[src/rtl/anode_scan_ctrl.sv]
// Time-multiplexed seven-segment scanner: prescaled digit slots, blanking, per-digit enable
// and frame-synchronous shadowing. Optional brightness dimming is enabled with `define SEG_DIM_EN.
module anode_scan_ctrl #(
  parameter int NUM_DIGITS  = 4,
  parameter int REFRESH_DIV = 100000,
  parameter int BLANK_CYC   = 16,
  localparam int SEL_W      = $clog2(NUM_DIGITS)
) (
  input  logic                    clk,
  input  logic                    rst_n,
  input  logic                    enable,
  input  logic [4*NUM_DIGITS-1:0] digit_data,
  input  logic [NUM_DIGITS-1:0]   digit_en,
  input  logic [NUM_DIGITS-1:0]   dp_in,
`ifdef SEG_DIM_EN
  input  logic [3:0]              brightness,
`endif
  output logic [NUM_DIGITS-1:0]   anode_out,
  output logic [6:0]              seg_out,
  output logic                    dp_out,
  output logic [SEL_W-1:0]        anode_driver,
  output logic                    frame_tick
);

  localparam int CNT_W = $clog2(REFRESH_DIV);
  localparam logic [CNT_W-1:0] CNT_LAST  = CNT_W'(REFRESH_DIV - 1);
  localparam logic [CNT_W-1:0] CNT_BLANK = CNT_W'(BLANK_CYC);
  localparam logic [SEL_W-1:0] IDX_LAST  = SEL_W'(NUM_DIGITS - 1);

  logic [CNT_W-1:0]        cnt, cnt_nxt;
  logic [SEL_W-1:0]        idx, idx_nxt;
  logic                    slot_end, frame_end, load_sh;
  logic [4*NUM_DIGITS-1:0] data_sh;
  logic [NUM_DIGITS-1:0]   en_sh, dp_sh;
  logic                    lit, dim_ok;
  logic [3:0]              cur_nib;
  logic [NUM_DIGITS-1:0]   anode_nxt;
  logic [6:0]              seg_nxt;
  logic                    dp_nxt;

  function automatic logic [6:0] hex7(input logic [3:0] nib);
    logic [6:0] r;
    r = 7'h7F;
    case (nib)
      4'h0: r = 7'h40;
      4'h1: r = 7'h79;
      4'h2: r = 7'h24;
      4'h3: r = 7'h30;
      4'h4: r = 7'h19;
      4'h5: r = 7'h12;
      4'h6: r = 7'h02;
      4'h7: r = 7'h78;
      4'h8: r = 7'h00;
      4'h9: r = 7'h10;
      4'hA: r = 7'h08;
      4'hB: r = 7'h03;
      4'hC: r = 7'h46;
      4'hD: r = 7'h21;
      4'hE: r = 7'h06;
      4'hF: r = 7'h0E;
    endcase
    return r;
  endfunction

  // Prescaler and digit index advance only while enabled; disabled means hold.
  always_comb begin
    slot_end  = enable && (cnt == CNT_LAST);
    frame_end = slot_end && (idx == IDX_LAST);
    load_sh   = !enable || frame_end;
    cnt_nxt   = cnt;
    idx_nxt   = idx;
    if (enable) begin
      if (slot_end) begin
        cnt_nxt = '0;
        idx_nxt = (idx == IDX_LAST) ? '0 : idx + SEL_W'(1);
      end else begin
        cnt_nxt = cnt + CNT_W'(1);
      end
    end
  end

`ifdef SEG_DIM_EN
  logic [3:0]  bright_sh;
  logic [31:0] on_len;

  always_comb begin
    on_len = ((32'(bright_sh) + 32'd1) * 32'(REFRESH_DIV - BLANK_CYC)) >> 4;
    dim_ok = (32'(cnt) - 32'(BLANK_CYC)) < on_len;
  end

  always_ff @(posedge clk or negedge rst_n) begin
    if (!rst_n)       bright_sh <= '0;
    else if (load_sh) bright_sh <= brightness;
  end
`else
  assign dim_ok = 1'b1;
`endif

  // Decode from the pre-edge slot position so pins lag cnt/idx by exactly one cycle.
  always_comb begin
    cur_nib   = data_sh[{idx, 2'b00} +: 4];
    lit       = enable && (cnt >= CNT_BLANK) && en_sh[idx] && dim_ok;
    anode_nxt = '1;
    seg_nxt   = 7'h7F;
    dp_nxt    = 1'b1;
    if (lit) begin
      anode_nxt[idx] = 1'b0;
      seg_nxt        = hex7(cur_nib);
      dp_nxt         = ~dp_sh[idx];
    end
  end

  always_ff @(posedge clk or negedge rst_n) begin
    if (!rst_n) begin
      cnt        <= '0;
      idx        <= '0;
      data_sh    <= '0;
      en_sh      <= '0;
      dp_sh      <= '0;
      anode_out  <= '1;
      seg_out    <= 7'h7F;
      dp_out     <= 1'b1;
      frame_tick <= 1'b0;
    end else begin
      cnt        <= cnt_nxt;
      idx        <= idx_nxt;
      anode_out  <= anode_nxt;
      seg_out    <= seg_nxt;
      dp_out     <= dp_nxt;
      frame_tick <= frame_end;
      if (load_sh) begin
        data_sh <= digit_data;
        en_sh   <= digit_en;
        dp_sh   <= dp_in;
      end
    end
  end

  assign anode_driver = idx;

endmodule

[config.mk]
export PLATFORM = sky130hd
export DESIGN_NAME = anode_scan_ctrl
export DESIGN_NICKNAME = d
export VERILOG_FILES = /design/src/rtl/anode_scan_ctrl.sv
export SDC_FILE = /design/constraint.sdc
export NUM_CORES = 1
export LEC_CHECK = 0
export BUFFER_PORTS_ARGS = -buffer_cell sky130_fd_sc_hd__buf_2
export CORE_MARGIN = 3
export CORE_UTILIZATION = 57
export DETAILED_ROUTE_END_ITERATION = 8
export HOLD_SLACK_MARGIN = 0.03
export PLACE_DENSITY = 0.82
export SKIP_LAST_GASP = 1
export SYNTH_ARGS = -nofsm -noshare
export SYNTH_HDL_FRONTEND = slang
export SYNTH_SLANG_ARGS = --single-unit
[constraint.sdc]
create_clock -name clk -period 2.2 [get_ports clk]
set_input_delay 0.33 -clock clk [delete_from_list [all_inputs] [get_ports clk]]
set_output_delay 0.33 -clock clk [all_outputs]
set_load 0.005 [all_outputs]
# [Word-level counts from Yosys, hierarchy flattened]
# Memory sizes are Yosys's and may differ from the RTL's.
# Cells that the tools add are included.
[totals] out_inout_bits=15 ram_bits=0 ff_bits=56 n_memories=1 rom_bits=112 latchBits=0
[memory_table] memory="(name not given)" depth=16 word_bits=7 read_ports=1 rd_ports_with_merged_regs=0 wr=0 line_no="44" rtl="case (nib)"
[classes] n_mux=11 mul=0 n_reduce_logical=8 n_addsub=2 eq_ne=2 n_shift=1 div_mod_pow=0 n_lt_le_gt_ge=3 n_bitwise=2
[op_table] op="adder 17 x 1 -> 17 bit (second input constant)" count=1
[op_table] op="== test 17 bit (second input constant)" count=1
[op_table] op="greater-or-equal comparator 17 x 5 -> 1 bit (second input constant)" count=1
[op_table] op="two-way mux 17 bit" count=1
[op_table] op="indexed part select 16 x 5 -> 4 bit" count=1
[op_table] op="two-way mux 7 bit" count=1
[op_table] op="logical AND 1 bit" count=5
[op_table] op="binary-select mux 1 bit (select 2 bit)" count=2
[op_table] op="two-way mux 1 bit" count=4
[op_table] op="two-way mux 4 bit" count=1
[op_table] op="inverter 4 bit" count=1
[op_table] op="less-than comparator 2 x 3 -> 1 bit (second input constant)" count=1
[op_table] op="adder 2 x 1 -> 2 bit (second input constant)" count=1
[op_table] op="demux 1 bit (select 2 bit)" count=1
[op_table] op="== test 2 bit (second input constant)" count=1
[op_table] op="greater-or-equal comparator 2 x 1 -> 1 bit (second input constant)" count=1
[op_table] op="two-way mux 2 bit" count=1
[op_table] op="AND reduction 2 bit" count=1
[op_table] op="logical NOT 1 bit" count=1
[op_table] op="logical OR 1 bit" count=1
[op_table] op="inverter 1 bit" count=1

# [Logic depth before layout (Yosys ltp)]
# Gate-level depths: netlist (run 1).
[depth] depth_word=6 mapped_depth=8 mapped_depth_nobuf=6

# [Worst setup path before layout (run 1)]
# Ideal clock, no wire load.
[synth_path] path_type="register to register" startpoint="reg idx[0] (netlist: anode_driver[0])" endpoint="reg seg_out[0]" path_slack_ns=0.336 t_required_ns=2.109 path_buffers=1 arrival_ns=1.773 stages_incl_launch_ff=7 cell_sequence="dfrtp_1 -> buf_2 -> mux4_2 -> inv_1 -> ha_1 -> nor2_1 -> o31ai_1"
[synth_between] elab_chain_len=4 word_cells_on_any_way=6 classes_between="shift: 1; mux: 3; reduce/logical: 1; memory: 1"
[synth_rtl] element="from (decl)" line_no="31" rtl="logic [SEL_W-1:0] idx, idx_nxt;"
[synth_rtl] element="from (signal assigned)" line_no="126" rtl="idx <= idx_nxt;"
[synth_rtl] element="parallel branches: the longest is 3 deep, another holds memory read (16 x 7 bit)"
[synth_rtl] element="two-way mux 7 bit *" line_no="106" rtl="if (lit) begin"
[synth_rtl] element="net seg_nxt[0]" line_no="38" rtl="logic [6:0] seg_nxt;"
[synth_rtl] element="to (signal assigned)" line_no="128" rtl="seg_out <= seg_nxt;"
[synth_rtl] element="to (decl)" line_no="19" rtl="output logic [6:0] seg_out,"
# Mark *: on every way through the listed nets, which the timed path passes. The select of a mux whose other input is x is not followed.
# A chain may end at the register's enable or synchronous reset.

# [Final worst setup path (run 1)]
[layout_path] startpoint="reg idx[0] (netlist: anode_driver[0])" endpoint="reg seg_out[4]"
# The elaborated chain is that of the path after synthesis.

==> results of run 1 <==
==> worst max path at each step <==
stage                     cells after the start  slack [ps]    endpoint
after floorplan                               6         340  seg_out[0]
after global placement                        5         270  seg_out[0]
after detailed placement                      5         280  seg_out[0]
after CTS                                     5         230  seg_out[0]
after global routing                          5         100  seg_out[0]
final                                         5         240  seg_out[4]
==> power by group <==
group	switching [mW]	internal [mW]
Combinational	0.202	0.226
Clock	0.340	0.343
Sequential	0.0989	1.16
==> logic make-up after synthesis <==
| logic type | after synthesis | share of synthesized area (%) |
|---|---|---|
| mux | 44 | 21.7 |
| xor+xnor | 17 | 5.17 |
| buf+inv | 17 | 4.30 |
| compound gates | 15 | 3.69 |
| fa+ha+maj | 12 | 5.21 |
| flops | 56 | 49.1 |
| simple gates | 57 | 10.9 |
==> registers in the layout, summed over array words and instances, names as in the netlist, 2 cells and up <==
name and flops:
seg_out 7, en_sh 4, anode_driver 2, cnt 17, data_sh 16, dp_sh 4, anode_out 4
==> layout make-up <==
class / instances / area [sq um] / share of cell area, %
flip-flops and latches: 56 / 1420 / 43.5
clock inverters: 3 / 47.5 / 1.46
repair buffers: 50 / 273 / 8.37
clock buffers: 5 / 68.8 / 2.11
well taps: 67 / 83.8 / 2.57
multi-input cells: 145 / 1340 / 41.2
inverters: 7 / 26.3 / 0.806
==> placed cells by master, fill, tap and decap left out, types with 5 or more instances in the layout <==
cell type | synthesis | layout
sky130_fd_sc_hd__dfrtp_1 | 44 | 44
sky130_fd_sc_hd__buf_2 | 3 | 41
sky130_fd_sc_hd__mux2_4 | 20 | 20
sky130_fd_sc_hd__nand2_1 | 13 | 13
sky130_fd_sc_hd__ha_1 | 12 | 12
sky130_fd_sc_hd__dfstp_2 | 12 | 12
sky130_fd_sc_hd__mux2i_1 | 11 | 11
sky130_fd_sc_hd__nor2_1 | 10 | 10
sky130_fd_sc_hd__nand3_1 | 10 | 10
sky130_fd_sc_hd__xnor2_1 | 9 | 9
sky130_fd_sc_hd__buf_4 | 0 | 9
sky130_fd_sc_hd__xor2_1 | 8 | 8
sky130_fd_sc_hd__inv_1 | 7 | 7
sky130_fd_sc_hd__nand4_1 | 7 | 7
sky130_fd_sc_hd__mux2_2 | 7 | 7
sky130_fd_sc_hd__mux4_2 | 6 | 6
sky130_fd_sc_hd__nor3_1 | 6 | 6
sky130_fd_sc_hd__o211ai_1 | 5 | 5
sky130_fd_sc_hd__clkbuf_8 | 0 | 5
==> synth_stat cells, types with 3 or more instances <==
cell type / instances / share of area (%)
sky130_fd_sc_hd__dfstp_2: 12 / 11
sky130_fd_sc_hd__nand4_1: 7 / 1.5
sky130_fd_sc_hd__nor2_1: 10 / 1.3
sky130_fd_sc_hd__mux2i_1: 11 / 3.8
sky130_fd_sc_hd__nand3_1: 10 / 1.7
sky130_fd_sc_hd__buf_2: 3 / 0.52
sky130_fd_sc_hd__inv_1: 7 / 0.91
sky130_fd_sc_hd__mux2_4: 20 / 10
sky130_fd_sc_hd__mux2_2: 7 / 2.7
sky130_fd_sc_hd__dfrtp_1: 44 / 38
sky130_fd_sc_hd__nand2_1: 13 / 1.7
sky130_fd_sc_hd__xnor2_1: 9 / 2.7
sky130_fd_sc_hd__o211ai_1: 5 / 1.3
sky130_fd_sc_hd__nor3_1: 6 / 1.0
sky130_fd_sc_hd__buf_6: 3 / 1.2
sky130_fd_sc_hd__xor2_1: 8 / 2.4
sky130_fd_sc_hd__mux4_2: 6 / 4.7
sky130_fd_sc_hd__ha_1: 12 / 5.2
sky130_fd_sc_hd__and4_1: 4 / 1.2
sky130_fd_sc_hd__o21ai_0: 4 / 0.69
==> metrics by stage <==
| stage | std cells | hold WS [ps] | power (mW) | area [sq um] | util [%] |
|---|---|---|---|---|---|
| 6_report | 333 | 56.4 | 2.37 | 3260 | 67.6 |
| 5_1_grt | 333 | 107 | 2.50 | 3260 | 67.6 |
| 4_1_cts | 333 | 83.8 | 2.40 | 3260 | 67.6 |
| 3_5_place_dp | 325 | 419 | 1.71 | 3140 | 65.2 |
| 3_3_place_gp | 325 | 411 | 1.69 | 3140 | 65.2 |
| 2_1_floorplan | 218 | 34.4 | 1.57 | 2880 | - |
==> routing by layer <==
layer  vias up  share of wire, %  wire length, microns  GRT usage [%]
li1        877                 -                     -              -
met1       883                47                  2360           27.8
met2        62                45                  2270           27.0
met3         5               6.3                   313           3.64
met4         0               1.3                    65           7.30
met5         -                 0                     0              0
==> results, run 1 <==
- The count of final setup violators is 0.
- The total count of hold-check failures in the final report came to 0.
- The number of gates resized after CTS was 0.
- The worst register-to-register path ends at seg_out[4].
- The residual antenna-violating net count after detailed routing is 0.
- The synthesis-to-layout area growth is 13.0%.
- The detailed-routing iteration count for the pre-antenna-repair pass is 4.
- The number of antenna violations at the first check in global routing came to 0.
- The overall overflow remaining after global route is 0.
- The flow ran to the end, and the final reports show no timing, DRC or antenna violations.
- For the worst setup path, the data required time is 2420 ps.
- The sequential element share of the synthesized area is 49.1%.
- TritonCTS built the clock tree.
- Setup repair after global routing left no endpoint under its margin.
- The number of max-capacitance violations reported is 0.
- The worst setup path is launched from a flip-flop.
- The worst-case IR drop observed on VDD is 314 uV.
- At the pin with the least slew margin, the transition time is 704 ps.
- After the last flow step, the layout net total stands at 304.
- The critical path starts at anode_driver[0].
- The mean instance size in the synthesized netlist is 13.2 sq um.
- The launch instance of the worst register-to-register path is anode_driver[0].
- The number of distinct library cells after synthesis is 34.
- The global-route wire length before repair is 8790 microns.
- The number of cell rows is 25.
- The worst setup path is captured at a flip-flop.
- The count of buffering cells on the critical path with inverters included is 1.
- The min-delay analysis places its worst path in the category input pin to async pin.
- The share of synthesized flip-flops with an asynchronous set or reset is 100%.
- The largest incremental delay on the critical path is 610 ps.
- The clock sink count is 56.
- In this run the static leakage power is 1.46 nW.
- The synthesis-stage register bit count is 56.
- The slack of the worst reg-to-reg path is 240 ps.
- In this run the clock root is driven by a sky130_fd_sc_hd__clkbuf_8.
- The total number of vias is 1,827.
- The detailed router finished its first iteration with 174 violations.
- For the worst flop-to-flop path, the logic depth is 5.
- The combined area of all synthesized cells is 2880 sq um.
- After clock tree synthesis, the clock-pin slew on the worst setup and hold paths is 100 ps.
- Among all flip-flop cells after synthesis, the most frequent one is sky130_fd_sc_hd__dfrtp_1.
- After detailed routing, the number of remaining DRC violations is 0.
- The largest fanout of any net on the critical path is 6.
- Of the available clock period, the critical path in the final layout requires 89.3%.
- The final routed wire length divided by cell count is 15.0 microns.
- The total inserted antenna cells is 0.
- The clock period minus worst slack is 1960 ps.
- Static timing analysis puts the maximum clock frequency at 509 MHz.
- The max-slew violation count is 0.
- After detailed routing, the number of vias per cell comes to 5.49.
- For this configuration, the core starts out at a cell density of 59.8%.
- In this run the post-CTS setup repair buffer count came out at 0.
- The filler cells instantiated in the layout total 377.
- The largest net degree at the start of global routing is 34.
- In this run, post-CTS hold repair placed 0 buffers.
- The number of top-level pins is 42.
- The warning count from the yosys run is 0.
- The total wire length after detailed routing is 5000 microns.
- In this run the vertical extent of the chip is 77.1 microns.
- The total clock buffers created by CTS is 5.
- The wire-length estimate of the detail-placed layout is 3590 microns.
- Buffers placed on the I/O ports in this run total 41.
- The area of the die is 5950 sq um.
- The cell family with the largest share of critical-path delay is multiplexers.
- The synthesized netlist net count is 257.
- The accumulated negative setup slack is 0 ps.
- The insertion delay to the later sink of the worst-skew pair is 310 ps.
- The number of synthesized flops with an enable pin is 0.
- The maximum clock skew at final layout is 5.99 ps.
- The via count of the first global-routing pass came to 1,817.
- The arrival time at the worst endpoint is 2190 ps.
- Dividing total power by cell area gives a power density of 728 nW/um^2.
- The x dimension of the die is 77.1 microns.
- Prior to clock tree synthesis, the placed netlist has a worst setup slack of 275 ps.
- Traced cell by cell, the critical path runs through mux4_2 -> inv_1 -> ha_1 -> mux2i_1 -> o221ai_1.
- The placeable core region is 4820 sq um.
- The congestion estimate from routability-driven global placement came to 0.862.
- The kind of critical path is flip-flop to flip-flop.
- The fraction of final layout cells with drive strength greater than 1 is 40.6%.
- The worst slew slack as a fraction of its limit is 53.1%.
- The number of buffers on the longest clock path is 2.
- The critical-path cell with the highest stage delay is sky130_fd_sc_hd__mux4_2.
- In the synthesized netlist, the number of instances is 218.
- Setup slack on the critical path of the routed design comes to 236 ps.
- The number of levels in the clock H-tree is 2.
- Across every metal layer, demand over resource in global routing totals 18.7%.
Note: power is estimated with default switching activity, not from simulation.
==> inputs of run 2 (changes only) <==
--- a/config.mk
+++ b/config.mk
@@ -8,10 +8,10 @@
 export BUFFER_PORTS_ARGS = -buffer_cell sky130_fd_sc_hd__buf_2
 export CORE_MARGIN = 3
 export CORE_UTILIZATION = 57
+export CTS_BUF_LIST = sky130_fd_sc_hd__clkbuf_16
 export DETAILED_ROUTE_END_ITERATION = 8
 export HOLD_SLACK_MARGIN = 0.03
 export PLACE_DENSITY = 0.82
-export SKIP_LAST_GASP = 1
 export SYNTH_ARGS = -nofsm -noshare
 export SYNTH_HDL_FRONTEND = slang
 export SYNTH_SLANG_ARGS = --single-unit
==> run 2 against run 1 <==
Net effect:
- flip-flop and latch count did not move
- wire length rose by 3.3%
- sequential share of layout area fell by 0.74 points
- utilization rose by 1.2 points
- critical endpoint is now seg_out[3]
- largest cell class unchanged
- largest power group unchanged
==> results, run 2 (synthesized netlist as in run 1, its figures left out) <==
- In this run the worst setup path begins at anode_driver[0].
- The total count of hold-check failures in the final report is 0.
- Pin placement for this block handled 42 I/O pins.
- The worst slew slack as a fraction of its limit is 53.2%.
- The number of flip-flops under the largest register name is 17.
- The total number of vias is 1,821.
- The tightest min-delay check is of the input pin to async pin type.
- The worst setup path is launched from a flip-flop.
- In this run the deepest clock path goes through 2 buffers.
- Summed over all cells, the static leakage comes to 1.49 nW.
- The endpoint identified for the worst register-to-register timing path is seg_out[3].
- The number of DRC markers after the initial detailed-route iteration is 110.
- In the layout the commonest cells are sky130_fd_sc_hd__dfrtp_1 (44), sky130_fd_sc_hd__buf_2 (41), sky130_fd_sc_hd__mux2_4 (20).
- The fmax is 510 MHz.
- The die covers 5950 sq um.
- For flop-to-flop paths, the worst setup slack is 240 ps.
- Along the worst path, the maximum fanout reaches 6.
- The largest incremental delay on the critical path is 620 ps.
- The via count of the first global-routing pass is 1,795.
- The kind of capture point of the worst setup path is a flip-flop.
- After routing, the total negative slack on setup checks comes to 0 ps.
- The final period utilization is 89.1%.
- The share of total power dissipated in the clock network is 34.8%.
- In the routed design, unresolved DRC markers number 0.
- The largest registers in the layout are cnt (17), data_sh (16), seg_out (7).
- The kind of critical path is flip-flop to flip-flop.
- The number of antenna violations at the first check in global routing is 0.
- 0 antenna diodes ended up in the layout.
- The cell family with the largest share of critical-path delay is multiplexers.
- From synthesis to final layout, the design area changed by 15.0%.
- The clock period minus worst slack is 1960 ps.
- Setup repair after global routing left no endpoint under its margin.
- Setup violations remaining at the end of the flow were counted as 0.
- The number of instances resized during post-cts repair is 0.
- Registers are responsible for 48.6% of the overall power.
- In this run the power density over the cells is 784 nW/um^2.
- Walking the worst path, the cells encountered are mux4_2 -> inv_1 -> ha_1 -> nand2_1 -> o211ai_1 -> o211ai_1.
- Leaving out fill and tap cells, the most frequent cell in the layout is sky130_fd_sc_hd__dfrtp_1.
- The fraction of final layout cells with drive strength greater than 1 is 40.6%.
- The overall overflow remaining after global route is 0.
- The flow ran to the end, and the final reports show no timing, DRC or antenna violations.
- The actual transition at the worst max-transition pin is 702 ps.
- The total clock buffers created by CTS is 5.
- The detailed-route vias per instance is 5.47.
- The depth of the worst register-to-register path is 6.
- Clock tree synthesis found a total of 56 sinks.
- The cell seen most often among critical-path stages is sky130_fd_sc_hd__o211ai_1.
- The number of hold buffers added after cts is 0.
- The slowest stage of the critical path belongs to the cell sky130_fd_sc_hd__mux4_2.
- The peak ir drop on the vdd network is 461 uV.
- For this block, the routed nets add up to 5170 microns of wire.
- For this design the total switching power over the nets is 668 uW.
- The number of levels in the clock H-tree is 2.
- The endpoint required time on the critical path is 2410 ps.
- The launch instance of the worst register-to-register path is anode_driver[0].
- The global-route wire length before repair is 9020 microns.
- The count of buffering cells on the critical path with inverters included is 1.
- Cells fill 68.8% of the core in the end.
- The die is 77.1 microns tall.
- The largest net degree at the start of global routing is 34.
- The tree is rooted in a sky130_fd_sc_hd__clkbuf_16.
- Max-cap violations in this run came to 0.
- For this configuration, the core starts out at a cell density of 59.8%.
- The register with the highest flop count is cnt.
- The switching part of the total power is 25.7%.
- The detailed placer's ending HPWL is 3590 microns.
- On the final layout, the worst clock skew is 5.55 ps.
- The congestion estimate from routability-driven global placement came to 0.862.
- Dividing the detail-routed wire length by the instance count gives 15.5 microns.
- The internal portion of the total power is 1.93 mW.
- The layout net count is 304.
- The floorplan has 25 rows.
- TritonCTS built the clock tree.
- The residual antenna-violating net count after detailed routing is 0.
- The placeable core region is 4820 sq um.
- Before antenna repair, the detailed router went through 4 iterations.
- The max-slew violation count is 0.
- The clock reaches the later pin of the worst-skew pair after 290 ps.
- The floorplan step set the die width to 77.1 microns.
- The aggregate global-route resource usage is 19.3%.
- After clock tree synthesis, the clock-pin slew on the worst setup and hold paths is 70 ps.
- The arrival time at the worst endpoint is 2170 ps.
- The count of buffers added on input and output ports is 41.
- The part of the total power dissipated in combinational logic is 16.6%.
- The post-CTS setup-driven buffer insertion count is 0.
run 2: worst max-delay path by stage:
stage                  to  slack, ps  depth (start not counted)
2_1_floorplan  seg_out[0]        340                          6
3_3_place_gp   seg_out[0]        270                          5
3_5_place_dp   seg_out[0]        280                          5
4_1_cts        seg_out[5]        220                          5
5_1_grt        seg_out[0]        110                          5
6_report       seg_out[3]        240                          6
run 2: area by class of cell:
cell class | instances | area, sq um
Fill cell | 366 | 1500
Clock inverter | 3 | 47.5
Tap cell | 67 | 83.8
Timing Repair Buffer | 50 | 273
Clock buffer | 5 | 125
Multi-Input combinational cell | 145 | 1340
Inverter | 7 | 26.3
Sequential cell | 56 | 1420
run 2: through the flow:
stage | instances | worst slack [ps] | hold slack, ps | cell area (sq um) | power, mW
final | 333 | 240 | 78.7 | 3310 | 2.60
after global routing | 333 | 105 | 135 | 3310 | 2.74
after CTS | 333 | 224 | 110 | 3310 | 2.61
after detailed placement | 325 | 275 | 419 | 3140 | 1.71
after global placement | 325 | 273 | 411 | 3140 | 1.69
after floorplan | 218 | 336 | 34.4 | 2880 | 1.57
run 2: power by group through the flow:
stage,clock [mW],combinational (mW),sequential (mW)
after CTS,0.916,0.435,1.26
after global placement,0,0.415,1.28
after detailed placement,0,0.428,1.28
final,0.906,0.431,1.26
after global routing,0.973,0.482,1.28
after floorplan,0,0.316,1.26
run 2: routing by layer:
layer	up-vias	wire (microns)	global-route usage, %	share of wire [%]
met5	-	0	0	0
met4	0	66	5.87	1.3
met3	6	308	5.05	6.0
met2	61	2280	28.0	44
met1	874	2510	28.5	49
li1	880	-	-	-
